==> src/rtl/ctrl_pkg.sv <==
// Shared opcodes, FSM state type and instruction field-offset helpers for
// the instruction sequencer.
package ctrl_pkg;

  localparam int unsigned OP_W = 5;

  localparam logic [OP_W-1:0] OP_NONE    = 5'b00000;
  localparam logic [OP_W-1:0] OP_MAC     = 5'b00001;
  localparam logic [OP_W-1:0] OP_SEND_WT = 5'b00010;
  localparam logic [OP_W-1:0] OP_STORE   = 5'b00011;
  localparam logic [OP_W-1:0] OP_RX_INP  = 5'b00100;
  localparam logic [OP_W-1:0] OP_RX_WT   = 5'b00101;
  localparam logic [OP_W-1:0] OP_TX_OUT  = 5'b00110;
  localparam logic [OP_W-1:0] OP_NOP     = 5'b11111;

  typedef enum logic {
    IDLE  = 1'b0,
    BURST = 1'b1
  } state_e;

  // Field MSB positions: opcode on top, then address, data, len.
  function automatic int unsigned addr_msb(input int unsigned instr_w);
    return instr_w - OP_W - 1;
  endfunction

  function automatic int unsigned data_msb(input int unsigned instr_w,
                                           input int unsigned addr_w);
    return instr_w - OP_W - addr_w - 1;
  endfunction

  function automatic int unsigned len_msb(input int unsigned instr_w,
                                          input int unsigned addr_w,
                                          input int unsigned data_w);
    return instr_w - OP_W - addr_w - data_w - 1;
  endfunction

  function automatic logic is_known_op(input logic [OP_W-1:0] op);
    case (op)
      OP_NONE, OP_MAC, OP_SEND_WT, OP_STORE,
      OP_RX_INP, OP_RX_WT, OP_TX_OUT, OP_NOP: return 1'b1;
      default:                                return 1'b0;
    endcase
  endfunction

  function automatic logic is_burst_op(input logic [OP_W-1:0] op);
    return (op == OP_MAC) || (op == OP_SEND_WT) || (op == OP_TX_OUT);
  endfunction

endpackage

==> src/rtl/instr_sequencer_if.sv <==
// Host instruction handshake.
//   instr_valid : host has an instruction on instr
//   instr_ready : sequencer accepts instr this cycle
//   instr       : opcode / address / data / len / reserved
interface instr_sequencer_if #(
  parameter int unsigned INSTR_W = 64
) ();

  logic               instr_valid;
  logic               instr_ready;
  logic [INSTR_W-1:0] instr;

  modport master (output instr_valid, output instr, input instr_ready);
  modport slave  (input instr_valid, input instr, output instr_ready);

endinterface

==> src/rtl/burst_addr_gen.sv <==
// Burst address generator: holds the next beat address and the count of
// beats still to issue.
//   load      : capture base (beat 0 issued elsewhere) and total length len (>=2)
//   advance   : one burst beat issued this cycle
//   addr      : address of the next beat (wraps modulo 2^ADDR_W)
//   done      : the next beat is the last one
module burst_addr_gen #(
  parameter int unsigned ADDR_W = 15,
  parameter int unsigned LEN_W  = 8
) (
  input  logic              clk,
  input  logic              rst,
  input  logic              load,
  input  logic              advance,
  input  logic [ADDR_W-1:0] base_addr,
  input  logic [LEN_W-1:0]  len,
  output logic [ADDR_W-1:0] addr,
  output logic              done
);

  logic [LEN_W-1:0] remaining;

  always_ff @(posedge clk) begin
    if (rst) begin
      addr      <= '0;
      remaining <= '0;
      done      <= 1'b0;
    end else if (load) begin
      addr      <= base_addr + ADDR_W'(1);
      remaining <= len - LEN_W'(1);
      done      <= (len == LEN_W'(2));
    end else if (advance && (remaining != '0)) begin
      addr      <= addr + ADDR_W'(1);
      remaining <= remaining - LEN_W'(1);
      done      <= (remaining == LEN_W'(2));
    end
  end

endmodule

==> src/rtl/instr_sequencer.sv <==
// Instruction decoder and burst sequencer for the systolic-array datapath.
//   clk, rst          : clock, synchronous active-high reset
//   host (slave)      : instr_valid / instr_ready / instr handshake
//   inp_buf_*         : input-buffer write/read strobes, address, write data
//   wt_buf_*          : weight-buffer write/read strobes, address, write data
//   acc_result_to_op_buf, acc_to_op_buf_addr : store accumulator result
//   op_buf_ready      : output buffer can take a send request
//   op_buffer_instr_for_sending_data, out_buf_addr : transmit strobe/source
//   busy              : burst in progress
//   err_illegal       : sticky unknown-opcode flag
module instr_sequencer
  import ctrl_pkg::*;
#(
  parameter int unsigned INSTR_W    = 64,
  parameter int unsigned ADDR_W     = 15,
  parameter int unsigned DATA_W     = 32,
  parameter int unsigned OUT_ADDR_W = 4,
  parameter int unsigned LEN_W      = 8
) (
  input  logic                  clk,
  input  logic                  rst,
  instr_sequencer_if.slave      host,
  output logic                  inp_buf_we,
  output logic                  inp_buf_re,
  output logic [ADDR_W-1:0]     inp_buf_addr,
  output logic [DATA_W-1:0]     inp_buf_data,
  output logic                  wt_buf_we,
  output logic                  wt_buf_re,
  output logic [ADDR_W-1:0]     wt_buf_addr,
  output logic [DATA_W-1:0]     wt_buf_data,
  output logic                  acc_result_to_op_buf,
  output logic [OUT_ADDR_W-1:0] acc_to_op_buf_addr,
  input  logic                  op_buf_ready,
  output logic                  op_buffer_instr_for_sending_data,
  output logic [OUT_ADDR_W-1:0] out_buf_addr,
  output logic                  busy,
  output logic                  err_illegal
);

  localparam int unsigned ADDR_MSB = addr_msb(INSTR_W);
  localparam int unsigned DATA_MSB = data_msb(INSTR_W, ADDR_W);
  localparam int unsigned LEN_MSB  = len_msb(INSTR_W, ADDR_W, DATA_W);

  state_e            state;
  logic [OP_W-1:0]   op_q;

  logic [OP_W-1:0]   dec_op;
  logic [ADDR_W-1:0] dec_addr;
  logic [DATA_W-1:0] dec_data;
  logic [LEN_W-1:0]  dec_len;
  logic [LEN_W-1:0]  len_eff;

  logic              accept;
  logic              load;
  logic              advance;
  logic              gen_done;
  logic [ADDR_W-1:0] gen_addr;

  logic              fire;
  logic [OP_W-1:0]   beat_op;
  logic [ADDR_W-1:0] beat_addr;
  logic [DATA_W-1:0] beat_data;

  // Reserved instruction bits are intentionally ignored.
  logic unused_rsvd;
  assign unused_rsvd = ^host.instr;

  assign host.instr_ready = (state == IDLE) && op_buf_ready && !rst;
  assign busy             = (state == BURST);

  assign dec_op   = host.instr[INSTR_W-1 -: OP_W];
  assign dec_addr = host.instr[ADDR_MSB -: ADDR_W];
  assign dec_data = host.instr[DATA_MSB -: DATA_W];
  assign dec_len  = host.instr[LEN_MSB -: LEN_W];
  assign len_eff  = (dec_len == '0) ? LEN_W'(1) : dec_len;

  assign accept  = host.instr_valid && host.instr_ready;
  assign load    = accept && is_burst_op(dec_op) && (len_eff != LEN_W'(1));
  // Transmit beats stall while the output buffer is not ready.
  assign advance = (state == BURST) && ((op_q != OP_TX_OUT) || op_buf_ready);

  burst_addr_gen #(
    .ADDR_W (ADDR_W),
    .LEN_W  (LEN_W)
  ) u_addr_gen (
    .clk       (clk),
    .rst       (rst),
    .load      (load),
    .advance   (advance),
    .base_addr (dec_addr),
    .len       (len_eff),
    .addr      (gen_addr),
    .done      (gen_done)
  );

  // Select what the next beat carries: freshly decoded or burst continuation.
  always_comb begin
    fire      = 1'b0;
    beat_op   = op_q;
    beat_addr = gen_addr;
    beat_data = '0;
    if (accept) begin
      fire      = 1'b1;
      beat_op   = dec_op;
      beat_addr = dec_addr;
      beat_data = dec_data;
    end else if (advance) begin
      fire      = 1'b1;
    end
  end

  // State, opcode latch, sticky error and registered one-cycle strobes.
  always_ff @(posedge clk) begin
    inp_buf_we                       <= 1'b0;
    inp_buf_re                       <= 1'b0;
    inp_buf_addr                     <= '0;
    inp_buf_data                     <= '0;
    wt_buf_we                        <= 1'b0;
    wt_buf_re                        <= 1'b0;
    wt_buf_addr                      <= '0;
    wt_buf_data                      <= '0;
    acc_result_to_op_buf             <= 1'b0;
    acc_to_op_buf_addr               <= '0;
    op_buffer_instr_for_sending_data <= 1'b0;
    out_buf_addr                     <= '0;
    if (rst) begin
      state       <= IDLE;
      op_q        <= OP_NONE;
      err_illegal <= 1'b0;
    end else begin
      if (fire) begin
        case (beat_op)
          OP_MAC: begin
            inp_buf_re   <= 1'b1;
            inp_buf_addr <= beat_addr;
          end
          OP_SEND_WT: begin
            wt_buf_re   <= 1'b1;
            wt_buf_addr <= beat_addr;
          end
          OP_STORE: begin
            acc_result_to_op_buf <= 1'b1;
            acc_to_op_buf_addr   <= beat_addr[OUT_ADDR_W-1:0];
          end
          OP_RX_INP: begin
            inp_buf_we   <= 1'b1;
            inp_buf_addr <= beat_addr;
            inp_buf_data <= beat_data;
          end
          OP_RX_WT: begin
            wt_buf_we   <= 1'b1;
            wt_buf_addr <= beat_addr;
            wt_buf_data <= beat_data;
          end
          OP_TX_OUT: begin
            op_buffer_instr_for_sending_data <= 1'b1;
            out_buf_addr                     <= beat_addr[OUT_ADDR_W-1:0];
          end
          default: ;
        endcase
      end
      if (accept) begin
        if (load) begin
          state <= BURST;
          op_q  <= dec_op;
        end
        if (!is_known_op(dec_op)) err_illegal <= 1'b1;
      end else if (advance && gen_done) begin
        state <= IDLE;
      end
    end
  end

endmodule
==> src/flat_wrapper.sv <==
// flat-port wrapper written by rule: the top's interface ports become plain ports
module instr_sequencer_flat import ctrl_pkg::*;
#(
  parameter int unsigned INSTR_W    = 64,
  parameter int unsigned ADDR_W     = 15,
  parameter int unsigned DATA_W     = 32,
  parameter int unsigned OUT_ADDR_W = 4,
  parameter int unsigned LEN_W      = 8
)
  (clk, rst, inp_buf_we, inp_buf_re, inp_buf_addr, inp_buf_data, wt_buf_we, wt_buf_re, wt_buf_addr, wt_buf_data, acc_result_to_op_buf, acc_to_op_buf_addr, op_buf_ready, op_buffer_instr_for_sending_data, out_buf_addr, busy, err_illegal, host_instr_valid, host_instr, host_instr_ready);
  instr_sequencer_if #(.INSTR_W(INSTR_W)) host_i ();
  input  logic clk;
  input  logic rst;
  output logic inp_buf_we;
  output logic inp_buf_re;
  output logic [ADDR_W-1:0] inp_buf_addr;
  output logic [DATA_W-1:0] inp_buf_data;
  output logic wt_buf_we;
  output logic wt_buf_re;
  output logic [ADDR_W-1:0] wt_buf_addr;
  output logic [DATA_W-1:0] wt_buf_data;
  output logic acc_result_to_op_buf;
  output logic [OUT_ADDR_W-1:0] acc_to_op_buf_addr;
  input  logic op_buf_ready;
  output logic op_buffer_instr_for_sending_data;
  output logic [OUT_ADDR_W-1:0] out_buf_addr;
  output logic busy;
  output logic err_illegal;
  input wire logic [$bits(host_i.instr_valid)-1:0] host_instr_valid;
  input wire logic [$bits(host_i.instr)-1:0] host_instr;
  output wire logic [$bits(host_i.instr_ready)-1:0] host_instr_ready;
  assign host_i.instr_valid = host_instr_valid;
  assign host_i.instr = host_instr;
  assign host_instr_ready = host_i.instr_ready;
  instr_sequencer #(.INSTR_W(INSTR_W), .ADDR_W(ADDR_W), .DATA_W(DATA_W), .OUT_ADDR_W(OUT_ADDR_W), .LEN_W(LEN_W)) u_core (.clk(clk), .rst(rst), .host(host_i), .inp_buf_we(inp_buf_we), .inp_buf_re(inp_buf_re), .inp_buf_addr(inp_buf_addr), .inp_buf_data(inp_buf_data), .wt_buf_we(wt_buf_we), .wt_buf_re(wt_buf_re), .wt_buf_addr(wt_buf_addr), .wt_buf_data(wt_buf_data), .acc_result_to_op_buf(acc_result_to_op_buf), .acc_to_op_buf_addr(acc_to_op_buf_addr), .op_buf_ready(op_buf_ready), .op_buffer_instr_for_sending_data(op_buffer_instr_for_sending_data), .out_buf_addr(out_buf_addr), .busy(busy), .err_illegal(err_illegal));
endmodule
==> config.mk <==
export PLATFORM = sky130hd
export DESIGN_NAME = instr_sequencer_flat
export DESIGN_NICKNAME = d
export VERILOG_FILES = /design/src/rtl/ctrl_pkg.sv /design/src/rtl/instr_sequencer_if.sv /design/src/rtl/burst_addr_gen.sv /design/src/rtl/instr_sequencer.sv /design/src/flat_wrapper.sv
export SDC_FILE = /design/constraint.sdc
export NUM_CORES = 1
export LEC_CHECK = 0
export ABC_CLOCK_PERIOD_IN_PS = 12100
export CORE_MARGIN = 5
export CORE_UTILIZATION = 49
export CTS_CLUSTER_SIZE = 24
export DETAILED_ROUTE_END_ITERATION = 8
export PLACE_DENSITY = 0.92
export SLEW_MARGIN = 20
export SYNTH_ARGS = -nofsm -noshare
export SYNTH_HDL_FRONTEND = slang
export SYNTH_HIERARCHICAL = 1
export SYNTH_SLANG_ARGS = --single-unit
==> constraint.sdc <==
create_clock -name clk -period 12.1 [get_ports clk]
set_input_delay 3.025 -clock clk [delete_from_list [all_inputs] [get_ports clk]]
set_output_delay 3.025 -clock clk [all_outputs]
set_load 0.03 [all_outputs]
==> results by group <==
Status
  – Status: finished, final reports clean

Placement
  – Final GP Congestion: 0.871
  – HPWL Detailed: 11.3 mm
  – Port Buffers: 174
  – Area after DPL: 7180 µm²

Global route
  – Initial antenna violation count: 1
  – Total gr overflow: 0
  – GRT Overall Usage: 23.5%
  – Vias in the first global route: 4832
  – First-pass GRT wire length: 24.6 mm
  – Largest net degree at the start of global routing: 60

Cells and area
  – Final nets: 817
  – Sequential cell area: 2780 µm²
  – Number of fill cells: 736
  – Post-route cell area: 7790 µm²
  – Multi-input logic area: 2410 µm²
  – Layout cells sized above 1: 8.04%
  – Most common cell after layout, fill and taps aside: clkdlybuf4s50_1
  – Syn-to-layout area delta: 42.7%
  – Most frequent cells in the layout: 174 x clkdlybuf4s50_1, 139 x dfxtp_1, 121 x nor2_1

STA
  – Setup TNS: 0 ps
  – Skew final: 9.11 ps
  – Final period util: 62.8%
  – Max transition margin: 50.7%
  – Tmin final: 7590 ps
  – # setup viols final: 0
  – Slew Viols, Final: 0
  – RSZ-0062 raised after global routing: no
  – FMAX: 132 MHz
  – Least-Margin Pin Slew: 740 ps
  – Hold Violations, Final: 0

Route
  – TritonRoute pass-1 iters: 8
  – Via count: 4935
  – Mean routed wirelength per cell: 17.5 µm
  – 1st-iter DRT viols: 388
  – Final ANT Viol Nets: 0
  – DRC: 0
  – Final WL: 15.8 mm
  – Via/cell ratio: 5.48

Die
  – Core Box Area: 10900 µm²
  – Die Span Y: 116 µm
  – Die Area: 13400 µm²
  – I/O pins: 179
  – Die X: 116 µm
  – Initial core utilization: 50.2%
  – Core Rows: 38

CTS
  – Clock Latency Late Sink: 510 ps
  – Post-CTS sizing: 0
  – Post-CTS setup buffer count: 0
  – Clock transition at the registers of the reported paths: 60 ps
  – Num CTS Buffers: 17
  – H-tree depth: 4
  – TritonCTS clock tree: done
  – # clock sinks: 139
  – Cts hold-fix bufs: 0
  – Root buffer cell: clkbuf_8
  – Max Root-Sink Buffers: 2

Yosys
  – Synth warnings: 6
  – Syn Area/Cell: 9.26 µm²
  – Yosys reg bits: 139
  – Number of synthesized flops with an enable pin: 0
  – Cell Area, Synth: 5460 µm²
  – Post-synthesis sequential area ratio: 51.0%
  – Async S/R FF share, synth: 0%
  – Distinct cell type count after synthesis: 68
  – Synth Flop Type: dfxtp_1
  – Synthesized netlist net count: 661
  – Syn Inst Count: 590

Worst setup path
  – Slowest stage delay, CP: 700 ps
  – WS Path Type: primary input to output pin
  – Crit-path max FO: 31
  – Worst EP required: 9070 ps
  – Crit path max-delay cell type: clkdlybuf4s50_1
  – Crit path capture type: output pin
  – Startpoint Class: primary input
  – Crit path cell chain: clkdlybuf4s50_1 > buf_4 > nor3b_1 > clkdlybuf4s50_1
  – Most used cell, CP: clkdlybuf4s50_1
  – WP data arrival: 4570 ps

Power
  – Reg power frac: 44.3%
  – VDD IR-drop max: 0.0974 mV
  – Pwr dens: 133 nW/µm²
  – Clk pwr share: 50.0%
  – Switch Pwr: 0.228 mW
  – Leak: 2.92 nW
  – Cell-internal power: 0.810 mW
  – Logic pwr share: 5.7%
  – Switch share: 22.0%

Job
  – Max cap viols: 0

Worst hold path
  – Hold Crit Class: flop to flop
## cell families (layout without fill, tap and decap cells)
family                     Yosys count  after routing  synth area share, %
AOI/OAI and AO/OA                   76             76                 10.5
xor gates and xnor gates            29             29                 4.65
adders and majority gates            3              3                0.687
buffers and inverters               54            223                 5.02
DFF                                139            139                 51.0
muxes                               21             21                 3.89
other                                0              1                    0
and+or+nand+nor                    268            268                 24.3
## routing by layer
| layer | wire, µm | global-route usage [%] |
|---|---|---|
| met4 | 331 | 7.75 |
| met3 | 1320 | 5.95 |
| met5 | 0 | 0 |
| met1 | 6130 | 27.9 |
| met2 | 7980 | 41.4 |
## synth_stat cells (8+ instances only)
cell type	instances	share of area [%]
dfxtp_1	139	51
a211oi_1	15	2.1
nor3_1	14	1.3
a21oi_1	17	1.6
xor2_1	15	2.4
clkbuf_1	20	1.4
nand2_1	56	3.8
nand3_1	12	1.1
mux2i_1	19	3.5
nor2_1	121	8.3
nand3b_1	8	1.1
xnor2_1	14	2.2
inv_1	11	0.76
## sequential cells by signal, summed over array words and instances (netlist names)
register	cells
u_core/acc_result_to_op_buf	1
u_core/acc_to_op_buf_addr	4
u_core/busy	1
u_core/err_illegal	1
u_core/inp_buf_addr	15
u_core/inp_buf_data	32
u_core/inp_buf_re	1
u_core/inp_buf_we	1
u_core/op_buffer_instr_for_sending_data	1
u_core/op_q	5
u_core/out_buf_addr	4
u_core/u_addr_gen/addr	15
u_core/u_addr_gen/done	1
u_core/u_addr_gen/remaining	8
u_core/wt_buf_addr	15
u_core/wt_buf_data	32
u_core/wt_buf_re	1
u_core/wt_buf_we	1
## worst max-delay path, delay by kind of cell
kind | cells | cell delay, ps
and+or+nand+nor | 1 | 220
buffers and inverters | 3 | 1320
## power by group through the flow
| stage | logic, mW | registers, mW | clock network [mW] |
|---|---|---|---|
| finish | 0.0587 | 0.460 | 0.519 |
| detailed placement | 0.0574 | 0.470 | 0 |
| global placement | 0.0560 | 0.470 | 0 |
| global route | 0.0631 | 0.460 | 0.548 |
| CTS | 0.0581 | 0.460 | 0.527 |
| floorplan | 0.0263 | 0.471 | 0 |
## layout make-up
| class | instances | area share, % |
|---|---|---|
| Antenna cell | 1 | 0.0321 |
| Multi-Input combinational cell | 397 | 30.9 |
| Inverter | 12 | 0.578 |
| Clock inverter | 12 | 2.12 |
| Tap cell | 140 | 2.25 |
| Timing Repair Buffer | 179 | 22.8 |
| Sequential cell | 139 | 35.7 |
| Clock buffer | 20 | 5.59 |
## per-stage QoR
stage                     setup slack, ps  util, %  hold slack, ps  cells  total power, mW
after CTS                            4500     71.5             474    898             1.05
after global placement               4510     65.9             454    866            0.526
after detailed placement             4490     65.9             459    866            0.528
after global routing                 4430     71.6             531    900             1.07
final                                4510     71.6             473    900             1.04
after floorplan                      5170        -             432    590            0.498
## path summary, 6_finish.rpt
| path | slack (ps) | depth (start not counted) | startpoint | end |
|---|---|---|---|---|
| setup / recovery | 4510 | 4 | rst | host_instr_ready |
| hold / removal | 470 | 2 | u_core/err_illegal | u_core/err_illegal |
| setup reg to reg | 8390 | 11 | u_core/busy | u_core/u_addr_gen/addr[9] |
| hold reg to reg | 470 | 2 | u_core/err_illegal | u_core/err_illegal |
Note: power is estimated with default switching activity, not from simulation.
==> RTL edit 1: new RTL, same settings <==
`DATA_W` is set to 32 in 2 places; all go to 16.
--- a/src/rtl/instr_sequencer.sv
+++ b/src/rtl/instr_sequencer.sv
@@ -13,7 +13,7 @@
 #(
   parameter int unsigned INSTR_W    = 64,
   parameter int unsigned ADDR_W     = 15,
-  parameter int unsigned DATA_W     = 32,
+  parameter int unsigned DATA_W     = 16,
   parameter int unsigned OUT_ADDR_W = 4,
   parameter int unsigned LEN_W      = 8
 ) (
--- a/src/flat_wrapper.sv
+++ b/src/flat_wrapper.sv
@@ -3,7 +3,7 @@
 #(
   parameter int unsigned INSTR_W    = 64,
   parameter int unsigned ADDR_W     = 15,
-  parameter int unsigned DATA_W     = 32,
+  parameter int unsigned DATA_W     = 16,
   parameter int unsigned OUT_ADDR_W = 4,
   parameter int unsigned LEN_W      = 8
 )
Ports: changed (resized inp_buf_data and wt_buf_data); port bits go from 179 to 147. No check against the original RTL was run, so the function may have changed too.
==> RTL edit 1 against the original RTL <==
Register-to-register slack worse by 150 ps; routed wire length down 23%; non-clock buffer count down 50; sequential power down 23%; combinational power down 18%; global-route usage down 2.6 points; power down 41%; first-iteration DRC count up 12%; area after synthesis down 13%; die area down 12%; setup slack worse by 19 ps; count of clock-buffer cells in the layout down 10; sequential cell count down 32; cell area down 21%; largest cell class is now multi-input combinational cells; highest routed layer unchanged.
==> RTL edit 1: results (changes against the original RTL) <==
metric,value,unit,change
clock-sinks,107,,-23%
grt_pass1_vias,4005,,-17%
largestRegisters,"u_core/inp_buf_data: 16 flops, u_core/wt_buf_data: 16 flops",,
ys_types,70,,+2.9%
ff2ff_setup_slack,8240,ps,-150 ps
switching_share,0.246,,+0.0264
multi_input_area_share,0.378,,+0.0683
areaGrowthSynthToFinish,29.5,%,
worstRegToRegCells,10,,-1
critical_path.max_fanout,5,,-84%
placed_area,0.00593,mm²,-17%
buf_share,0.209,,-0.0192
dr_wl_met3,963,µm,-27%
grt_max_degree,54,,-10%
worstSetupStartpoint,op_buf_ready,,
clock_area_frac,0.0310,,-0.0461
gr-usage-met3,0.0370,,-0.0225
dp_slack,4500,ps,+9.37 ps
wl_per_cell,16.9,µm,-3.7%
dr_total_vias,4133,,-16%
layout-drive-gt1-share,0.0756,,-0.00474
drt-initial-drc-count,433,,+12%
synthesis.nets,560,,-15%
grtUsageMet1,0.267,,-0.0118
seq_area,0.00214,mm²,-23%
grt_antenna_before_repair,0,,-1
netlist_top_cells_area,"dfxtp_1, nor3_1, and3_1, mux2i_1, xor2_1",,
slew_headroom,0.436,,-0.0712
clk_latency,360,ps,-150 ps
cts-buffers-inserted,9,,-8
grtUsageMet2,0.356,,-0.0575
fin_nets,661,,-19%
hold_start,u_core/u_addr_gen/done,,
peakVddDrop,0.0733,mV,-25%
wl_met1,5090,µm,-17%
fin_skew,11.2,ps,+2.09 ps
track_usage,0.209,,-0.0257
yosys-top-cells-count,"dfxtp_1, nor3_1, and3_1",,
io_buffers,126,,-28%
nClkBuffers,10,,-50%
dp_hpwl,9100,µm,-20%
power_leakage,2.35,nW,-20%
run_status,"complete, no violations",,
met2_length,5930,µm,-26%
stdcell_area,0.00614,mm²,-21%
gp_congestion,0.886,,+1.7%
grt_pass1_wl,19700,µm,-20%
fmax,131,MHz,-0.25%
signal_buffers,129,,-28%
dpl.cell_count,707,,-18%
wl,12200,µm,-23%
syn_area_per_cell,9.69,µm²,+4.7%
cts_max_level,3,,-1
RTL edit 1: cell types whose count changed in the layout (fill, tap and decap cells not counted), sizes merged, moves of 4 or more:
cell / change
a211oi: -4
and3: +32
clkbuf: -10
clkdlybuf4s50: -48
clkinv: -4
dfxtp: -32
nand2: -34
nor2: -91
nor3: +33
RTL edit 1: kinds of logic (layout without fill, tap and decap cells):
kind of cell    after synthesis  after routing  share of synthesized area
buf+inv                      51            157                     0.0626
fa+ha+maj                     3              3                    0.00792
simple gates                199            199                      0.249
xor+xnor                     29             29                     0.0536
mux                          23             23                     0.0502
compound gates               77             77                      0.125
flops                       107            107                      0.452
RTL edit 1: power by group through the flow:
stage / combinational, mW / clock, mW / sequential, mW
final: 0.0480 / 0.208 / 0.354
after detailed placement: 0.0468 / 0 / 0.362
after floorplan: 0.0238 / 0 / 0.362
after global routing: 0.0513 / 0.227 / 0.354
after CTS: 0.0471 / 0.213 / 0.354
after global placement: 0.0454 / 0 / 0.362
==> RTL edit 2: new RTL, same settings <==
Made on the original files. Make the reset (`rst`) asynchronous in one clocked block. Comments in the files are not updated.
--- a/src/rtl/burst_addr_gen.sv
+++ b/src/rtl/burst_addr_gen.sv
@@ -20,7 +20,7 @@
 
   logic [LEN_W-1:0] remaining;
 
-  always_ff @(posedge clk) begin
+  always_ff @(posedge clk or posedge rst) begin
     if (rst) begin
       addr      <= '0;
       remaining <= '0;
Behaviour: no difference found for any inputs over 4 cycles, from zero or initial values and one cycle with rst high; that may be too few to reach the edited logic, so the function may still have changed.
==> RTL edit 2 against the original RTL <==
Sequential cell count unchanged; area after synthesis increased by 1.5%; cell area increased by 0.61%; setup slack got worse by 75 ps; routed wire length decreased by 3.4%; register-to-register slack got worse by 280 ps.
Power is not compared: it rests on default switching activity, and its combinational part moved more than twofold at a synthesized area within 25%.
==> RTL edit 2: results (changes against the original RTL) <==
metric,value,unit,change
worstRegToRegCells,12,,+1
grt_antenna_before_repair,0,,-1
gp_congestion,0.845,,-3.0%
wl_met1,6110,µm,-0.46%
fillers,722,,-1.9%
netlist_top_cells_area,"dfxtp_1, dfrtp_1, nor2_1, mux2i_1, nand2_1",,
holdCritPathClass,register to register,,
hold_depth,2,,unchanged
grt_pass1_wl,23800,µm,-3.1%
layout-drive-gt1-share,0.0995,,+0.0191
timing.final.crit_share,0.634,,+0.00620
yosys-top-cells-count,"dfxtp_1, nor2_1, nand2_1",,
power.switching,0.322,mW,
grtUsageMet1,0.264,,-0.0150
synth_async_sr_flop_share,0.173,,+0.173
ff2ff_setup_slack,8110,ps,-280 ps
cp.arrival,4640,ps,+70 ps
critical_path.endpoint,host_instr_ready,,
dp_hpwl,10900,µm,-4.0%
placed_area,0.00726,mm²,+1.2%
root_buffer,clkbuf_16,,
peakVddDrop,0.100,mV,
fin_nets,792,,-3.1%
grt_pass1_vias,4779,,-1.1%
dr_total_vias,4705,,-4.7%
powerClk,0.502,mW,
cts_max_level,4,,unchanged
holdWs,484,ps,+10.8 ps
met2_length,7730,µm,-3.1%
synthesis.nets,634,,-4.1%
total_power,1.20,mW,
max_stage_delay,700,ps,about the same
critical_path.max_fanout,13,,-58%
ys_types,67,,-1.5%
dpl.cell_count,842,,-2.8%
clk_latency,400,ps,-110 ps
syn_area_per_cell,9.85,µm²,+6.4%
wl_per_cell,17.4,µm,-0.54%
slew_headroom,0.271,,-0.236
fin_skew,7.51,ps,-1.60 ps
clk_pin_slew,60,ps,about the same
grtUsageMet2,0.405,,-0.00816
dp_slack,4440,ps,-59.7 ps
via_per_inst,5.38,,-1.8%
firstDrtPassIters,5,,-3
track_usage,0.225,,-0.00983
run_status,"complete, no violations",,
highest_layer,met4,,
synth-seq-area-share,0.523,,+0.0140
diodes,0,,-1
dr_wl_met3,1190,µm,-10%
grt_max_degree,61,,+1.7%
gr-usage-met3,0.0523,,-0.00720
reg2reg_to,u_core/u_addr_gen/addr[12],,
RTL edit 2: cell count changes after synthesis, moves of 8 or more:
cell,delta
dfrtp_1,+24
dfxtp_1,-24
nor3_1,-8
mux2i_1,+14
nor2_1,-8
a211oi_1,-11
RTL edit 2: final cells by class:
class | instances | area [µm²] | share of cell area
inverters | 5 | 18.8 | 0.00239
flip-flops and latches | 139 | 2900 | 0.370
clock inverters | 12 | 140 | 0.0179
clock buffers | 20 | 437 | 0.0557
repair buffers | 177 | 1760 | 0.225
well taps | 140 | 175 | 0.0223
multi-input cells | 381 | 2400 | 0.306
RTL edit 2: kinds of logic after synthesis:
logic type | synth area share
adder cells (fa/ha/maj) | 0.00677
AO/OA/AOI/OAI | 0.0851
buffers and inverters | 0.0435
multiplexers | 0.0636
AND/OR/NAND/NOR | 0.238
XOR/XNOR | 0.0395
flip-flops | 0.523
